[src/rtl/mem_arbiter.sv]
// mem_arbiter: round-robin arbiter of per-processor read/write requests onto one 128-bit single-port memory
module mem_arbiter #(
   parameter int PROC_COUNT = 4,
   parameter int ADDR_W     = 32
) (
   input  logic                  i_clk,
   input  logic                  i_rstn,
   input  logic [PROC_COUNT-1:0] i_req_rd,
   input  logic [PROC_COUNT-1:0] i_req_wr,
   input  logic [ADDR_W-1:0]     i_addr [PROC_COUNT],
   input  logic [127:0]          i_data [PROC_COUNT],
   input  logic [2:0]            i_wr_size [PROC_COUNT],
   output logic [PROC_COUNT-1:0] o_grant_rd,
   output logic [PROC_COUNT-1:0] o_grant_wr,
   output logic [PROC_COUNT-1:0] o_valid,
   output logic [127:0]          o_data,
   output logic                  o_busy,
   output logic                  o_mem_en,
   output logic                  o_mem_we,
   output logic [ADDR_W-1:0]     o_mem_addr,
   output logic [127:0]          o_mem_wdata,
   output logic [15:0]           o_mem_wstrb,
   input  logic [127:0]          i_mem_rdata,
   input  logic                  i_mem_rvalid
);
   localparam int IW = (PROC_COUNT > 1) ? $clog2(PROC_COUNT) : 1;
   typedef enum logic [1:0] {IDLE, RD_WAIT, WR_DONE} state_t;
   state_t                r_state;
   logic [IW-1:0]         r_ptr, r_idx;
   logic [PROC_COUNT-1:0] w_req, w_onehot, w_vld_oh;
   logic                  w_found, w_wr, w_size_ok;
   logic [IW-1:0]         w_idx;
   logic [2:0]            w_size;
   logic [15:0]           w_strb;
   assign w_req = i_req_rd | i_req_wr;
   // lowest requester at or above the pointer wins, else lowest below it
   always_comb begin
      w_idx = '0;
      for (int j = PROC_COUNT - 1; j >= 0; j--)
         if (w_req[j] && IW'(j) < r_ptr) w_idx = IW'(j);
      for (int j = PROC_COUNT - 1; j >= 0; j--)
         if (w_req[j] && IW'(j) >= r_ptr) w_idx = IW'(j);
   end
   assign w_found   = |w_req;
   assign w_wr      = i_req_wr[w_idx];
   assign w_size    = i_wr_size[w_idx];
   assign w_size_ok = (w_size != 3'd0) && (w_size <= 3'd4);
   assign w_strb    = (w_size == 3'd1) ? 16'h000F :
                      (w_size == 3'd2) ? 16'h00FF :
                      (w_size == 3'd3) ? 16'h0FFF : 16'hFFFF;
   assign w_onehot  = {{(PROC_COUNT-1){1'b0}}, 1'b1} << w_idx;
   assign w_vld_oh  = {{(PROC_COUNT-1){1'b0}}, 1'b1} << r_idx;
   assign o_busy    = (r_state != IDLE);
   always_ff @(posedge i_clk or negedge i_rstn) begin
      if (!i_rstn) begin
         r_state     <= IDLE;
         r_ptr       <= '0;
         r_idx       <= '0;
         o_grant_rd  <= '0;
         o_grant_wr  <= '0;
         o_valid     <= '0;
         o_data      <= '0;
         o_mem_en    <= 1'b0;
         o_mem_we    <= 1'b0;
         o_mem_addr  <= '0;
         o_mem_wdata <= '0;
         o_mem_wstrb <= '0;
      end else begin
         o_grant_rd <= '0;
         o_grant_wr <= '0;
         o_valid    <= '0;
         o_mem_en   <= 1'b0;
         case (r_state)
            IDLE: if (w_found) begin
               o_mem_we   <= w_wr;
               o_mem_addr <= i_addr[w_idx];
               r_idx      <= w_idx;
               r_ptr      <= (w_idx == IW'(PROC_COUNT - 1)) ? '0 : w_idx + 1'b1;
               if (w_wr) begin
                  o_grant_wr  <= w_onehot;
                  o_mem_en    <= w_size_ok;
                  o_mem_wdata <= i_data[w_idx];
                  o_mem_wstrb <= w_size_ok ? w_strb : 16'h0000;
                  r_state     <= WR_DONE;
               end else begin
                  o_grant_rd <= w_onehot;
                  o_mem_en   <= 1'b1;
                  r_state    <= RD_WAIT;
               end
            end
            RD_WAIT: if (i_mem_rvalid) begin
               o_data  <= i_mem_rdata;
               o_valid <= w_vld_oh;
               r_state <= IDLE;
            end
            default: r_state <= IDLE;
         endcase
      end
   end
endmodule
[config.mk]
export PLATFORM = sky130hd
export DESIGN_NAME = mem_arbiter
export DESIGN_NICKNAME = d
export VERILOG_FILES = /design/src/rtl/mem_arbiter.sv
export SDC_FILE = /design/constraint.sdc
export NUM_CORES = 1
export LEC_CHECK = 0
export BUFFER_PORTS_ARGS = -buffer_cell sky130_fd_sc_hd__buf_4
export CAP_MARGIN = 5
export CORE_AREA = 2 2 437 439
export CTS_CLUSTER_SIZE = 28
export DETAILED_ROUTE_END_ITERATION = 8
export DIE_AREA = 0 0 439 441
export GPL_ROUTABILITY_DRIVEN = 1
export PLACE_DENSITY_LB_ADDON = 0.2
export SYNTH_ARGS = -nofsm -noshare
export SYNTH_HDL_FRONTEND = slang
export SYNTH_SLANG_ARGS = --single-unit
[constraint.sdc]
create_clock -name i_clk -period 2.3 [get_ports i_clk]
set_input_delay 0.46 -clock i_clk [delete_from_list [all_inputs] [get_ports i_clk]]
set_output_delay 0.46 -clock i_clk [all_outputs]
set_load 0.01 [all_outputs]
# Yosys cells after proc, flatten, opt, wreduce, memory -nomap -nowiden

Index checks and enable logic that the tools add are counted.

Output and inout bits: 319
Logic and storage cells: 91
Bits of input ports: 791
Register bits: 324

Shift-type cells: 2
Muxes and demuxes: 39
Bitwise operators: 2
$lt $le $gt $ge: 11
$add $sub $neg: 1
Reduce and logical (&&, ||, !) cells: 17
Equal/unequal tests: 7

Operators with widths:

| kind                | count |
|---|---|
| $bmux 128 s2        | 1 |
| $mux 128            | 2 |
| $bmux 32 s2         | 1 |
| $mux 16             | 4 |
| $mux 32             | 2 |
| $mux 4              | 8 |
| $mux 2              | 12 |
| $logic_and 1x1->1   | 9 |
| $shl 1x2->4 const A | 2 |
| $bmux 3 s2          | 1 |
| $eq 3x2->1 const B  | 2 |
| $mux 3              | 2 |
| $reduce_and 2->1    | 3 |
| $ge 1x2->1 const A  | 2 |
| $ge 2x2->1 const A  | 2 |
| $lt 1x2->1 const A  | 2 |
| $lt 2x2->1 const A  | 2 |
| $mux 1              | 4 |
| $ne 2x2->1 const B  | 2 |
| $or 4x4->4          | 1 |
| $pmux 2 s2          | 1 |
| $reduce_or 4->1     | 1 |
| $eq 3x1->1 const B  | 1 |
| $ge 3x3->1 const B  | 1 |
| other kinds (11)    | 11 |

# Longest topological paths before layout

Depth after elaboration: 19
Mapped depth: 12
Gate-level depth less buffers: 8

# Worst setup path after synthesis

Ideal clock, no wire load.

Kind: input port to flip-flop
Start point: input i_req_rd[1]
End point: register o_mem_wstrb[11]
Cell stages on the path: 10
Slack: -317 ps
Setup time: 127 ps
Data arrival time: 2490 ps
Cells stage by stage: or2_1 -> nor3_1 -> nor3_4 -> inv_2 -> a221o_1 -> o211ai_2 -> buf_4 -> buf_6 -> inv_2 -> mux2_1

Cells in the longest elaborated chain, start to end: 16
Elaborated cells between the ends (all ways): 25

RTL lines:

| element                                   | line | RTL |
|---|---|---|
| start: declaration                        | 8    | `input logic [PROC_COUNT-1:0] i_req_rd,` |
| $or 4x4->4 *                              | 35   | `assign w_req = i_req_rd \| i_req_wr;` |
| $logic_and 1x1->1                         | 40   | `if (w_req[j] && IW'(j) < r_ptr) w_idx = IW'(j);` |
| $mux 2 (2 in a row)                       | 40   |  |
| $mux 2 (4 in a row)                       | 42   | `if (w_req[j] && IW'(j) >= r_ptr) w_idx = IW'(j);` |
| $not 2->3 (not written as such)           | 46   | `assign w_size = i_wr_size[w_idx];` |
| $bmux 3 s2                                | 46   |  |
| $mux 3 (not written as such) (2 in a row) | 46   |  |
| $eq 3x2->1                                | 49   | `(w_size == 3'd2) ? 16'h00FF :` |
| $mux 16                                   | 49   |  |
| $mux 16                                   | 48   | `assign w_strb = (w_size == 3'd1) ? 16'h000F :` |
| $mux 16                                   | 83   | `o_mem_wstrb <= w_size_ok ? w_strb : 16'h0000;` |
| end signal: assignment                    | 83   |  |
| end: declaration                          | 22   | `output logic [15:0] o_mem_wstrb,` |

Mark *: on every way between the ends. The rest lies on a longest branch, timed or not. The select of a mux whose other input is x is not followed.
A chain may end at the register's enable or synchronous reset.

# Worst setup path in the final report

Start point: register r_ptr[1]
End point: register o_mem_wstrb[11]

Cells in the longest elaborated chain, start to end: 18
Elaborated cells between the ends (all ways): 39

RTL lines:

| element                                   | line | RTL |
|---|---|---|
| start: declaration                        | 29   | `logic [IW-1:0] r_ptr, r_idx;` |
| start signal: assignment                  | 78   | `r_ptr <= (w_idx == IW'(PROC_COUNT - 1)) ? '0 : w_idx + 1'b1;` |
| $lt 2x2->1                                | 40   |  |
| $logic_and 1x1->1                         | 40   |  |
| $mux 2 (4 in a row)                       | 40   |  |
| $mux 2 (3 in a row)                       | 42   |  |
| $mux 2 *                                  | 42   |  |
| $not 2->3 (not written as such)           | 46   |  |
| $bmux 3 s2                                | 46   |  |
| $mux 3 (not written as such) (2 in a row) | 46   |  |
| $eq 3x2->1                                | 49   |  |
| $mux 16                                   | 49   |  |
| $mux 16                                   | 48   |  |
| $mux 16                                   | 83   |  |

Marks and branches as above.

==> results.yml <==
layout:
  stdcell_count: 6224
  design_area_sq_um: 32700
  mostFrequentLayoutCell: "nand2_1"
  seqCellArea_sq_um: 7810
  area_growth_pct: 95.4
  drive_above_1_share_pct: 38.6
  nets: 4474
  fin_util_pct: 17.3
  fill_cells: 21700
  multi_input_area_sq_um: 8310
  final_cell_mix: "1,322 x nand2_1, 1,190 x buf_4, 312 x nand3_1"
hold_path:
  hold_path_class: "in2reg"
synth:
  ys_types: 46
  synth_top_area_share_pct: 46.6
  synth_seq_cells: 312
  syn_inst: 2421
  syn_area_per_cell_sq_um: 6.91
  synth_fp_nets: 3216
  synth-main-ff-cell: "dfrtp_1"
  synthArstFlopShare_pct: 100
  synthTopCellsByArea: "dfrtp_1 47%, nand2_1 30%, nand3_1 9.6%"
  ys_seq_area_share_pct: 46.6
  synth_area_sq_um: 16700
  yosysTopAreaCell: "dfrtp_1"
  yosysWarningCount: 0
  synth_edf_count: 0
clock_network:
  root_buffer: "clkbuf_16"
  cts.clk_slew.worst_paths_ns: 0.06
  cts_tree: "done"
  htreeDepth: 2
  worst_skew_pair.late_latency_ns: 0.62
  clock_sinks: 312
  cts_buffer_depth: 3
  numCtsBuffers: 46
detailed_routing:
  first_pass_iters: 5
  wl_per_cell_um: 19.8
  vias: 21000
  drt_iter0_drc: 1203
  drc: 0
  routed_wl_um: 123000
  ant_nets: 0
  viasPerCell: 3.37
global_routing:
  antenna_found_initial: 6
  grt_overflow: 0
  grt_use_total_pct: 11.8
  grt_pass1_wl_um: 162000
  grt_pass1_vias: 21000
  grt_max_degree: 79
critical_path:
  crit_type: "reg2reg"
  cpMostUsedCell: "buf_4"
  cp_cell_sequence: "nor3_4, a211oi_4, buf_4, o31ai_2, nand2_1, o211ai_4, buf_4, buf_12, inv_2, mux2_1"
  cp-end-kind: "flip-flop"
  critPathSlowestCell: "dfrtp_2"
  path_buf_inv: 4
  cp_data_required_time_ns: 2.80
  cp.arrival_ns: 2.95
  max_stage_delay_ns: 0.47
  critPathMaxFanout: 13
  crit_family: "compound AO/OA/AOI/OAI gates"
  startpoint_type: "flip-flop"
placed_design:
  dp.cells: 5999
  place_congestion: 0.889
  portBuffers: 1109
  dp_hpwl_um: 98000
  dp_slack_ns: -0.360
  place_area_sq_um: 28900
die:
  start_util_pct: 8.85
  die_height_um: 441
  die_w_um: 439
  rows: 160
  die-area_sq_um: 194000
  core_area_sq_um: 189000
  io_pins: 1110
pwr:
  power_density_nw_per_um2: 1360
  ir_worst_vdd_uv: 521
  p_total_mw: 44.5
  leakagePower_nw: 16.5
sta:
  fin_setup_tns_ns: -4.11
  slew_headroom_pct: 53.9
  worst_slew_pin_slew_ns: 0.692
  fmax_mhz: 409
  slew_violations: 0
  fin_crit_sh_pct: 106
  timing.final.ws_setup_ns: -0.143
  hold_viol_final: 0
  min_period_ns: 2.44
  worst_clock_skew_ns: 0.0252
  hold_ws_ns: 0.0933
  rsz0062_at_grt: "yes"
  setup_viol: 113
outcome:
  violations: "negative setup slack"
  outcome: "complete, but fails checks"
flow_run:
  maxCapViolCount: 0
cells by family after synthesis:
group	Yosys count	share of synthesized area, %
xor gates and xnor gates	1	0.0523
and+or+nand+nor	1708	41.0
DFF	312	46.6
muxes	1	0.0673
adders and majority gates	4	0.299
buffers and inverters	196	5.40
AOI/OAI and AO/OA	199	6.51
cell usage after synthesis (2+ instances only):
cell / n
or2_2: 2
nand3_1: 321
buf_2: 36
a31oi_1: 2
nor3_1: 7
ha_1: 4
o21ai_1: 22
buf_6: 10
inv_1: 8
o31ai_1: 2
a21oi_1: 3
a211oi_1: 4
inv_2: 2
nand2_1: 1358
buf_1: 7
nor2_1: 10
dfrtp_1: 312
o31a_1: 4
o21ai_0: 146
o21a_1: 3
clkbuf_1: 120
buf_4: 13
o211ai_1: 2
repair_timing:
action | in CTS | in global routing
pin swaps | 0 | 8
endpoints found under the hold margin | 137 | 0
setup endpoints to repair | 167 | 162
resized for setup | 55 | 131
cloned | 4 | 13
hold buffers | 109 | 0
setup buffers | 4 | 13
layer usage:
| layer | up-vias | GRT usage [%] | share of wire, % |
|---|---|---|---|
| li1 | 10200 | - | - |
| met1 | 9911 | 13.7 | 40 |
| met2 | 706 | 21.0 | 51 |
| met3 | 105 | 3.00 | 6.5 |
| met4 | 0 | 3.44 | 2.5 |
| met5 | - | 0 | 0 |
final timing paths:
path | cells after the start | slack (ns) | to | startpoint
setup / recovery | 10 | -0.14 | o_mem_wstrb[11]$_DFFE_PN0P_ | r_ptr[1]$_DFFE_PN0P_
hold / removal | 3 | 0.09 | o_data[25]$_DFFE_PN0P_ | i_mem_rdata[25]
setup reg to reg | 10 | -0.14 | o_mem_wstrb[11]$_DFFE_PN0P_ | r_ptr[1]$_DFFE_PN0P_
hold reg to reg | 2 | 0.47 | o_data[104]$_DFFE_PN0P_ | o_data[104]$_DFFE_PN0P_
max in group asynchronous | 3 | 1.18 | o_data[15]$_DFFE_PN0P_ | i_rstn
min in group asynchronous | 2 | 0.38 | o_data[85]$_DFFE_PN0P_ | i_rstn
worst min-delay path, delay by kind of cell:
kind	cells	cell delay (ns)
buf+inv	1	0.08
simple gates	2	0.14
power breakdown:
part,leakage (nW),internal (mW),switching (mW)
clock network,0.782,4.64,2.99
registers,3.88,8.19,1.74
logic,11.8,11.3,15.7
flip-flops by register name, indices dropped and copies added, names as in the netlist, 2 cells and up:
signal / cells
r_state: 2
o_mem_wstrb: 4
o_valid: 4
r_ptr: 2
o_grant_rd: 4
o_data: 128
o_mem_addr: 32
o_mem_wdata: 128
r_idx: 2
o_grant_wr: 4
cell type report:
cell class / instances / area share, %
clock buffer: 61 / 3.97
multi-input combinational: 1913 / 25.4
antenna: 4 / 0.0306
timing repair buffer: 1396 / 36.1
sequential: 312 / 23.9
tap: 2511 / 9.61
clock inverter: 17 / 0.868
inverter: 10 / 0.153
Note: power is estimated with default switching activity, not from simulation.
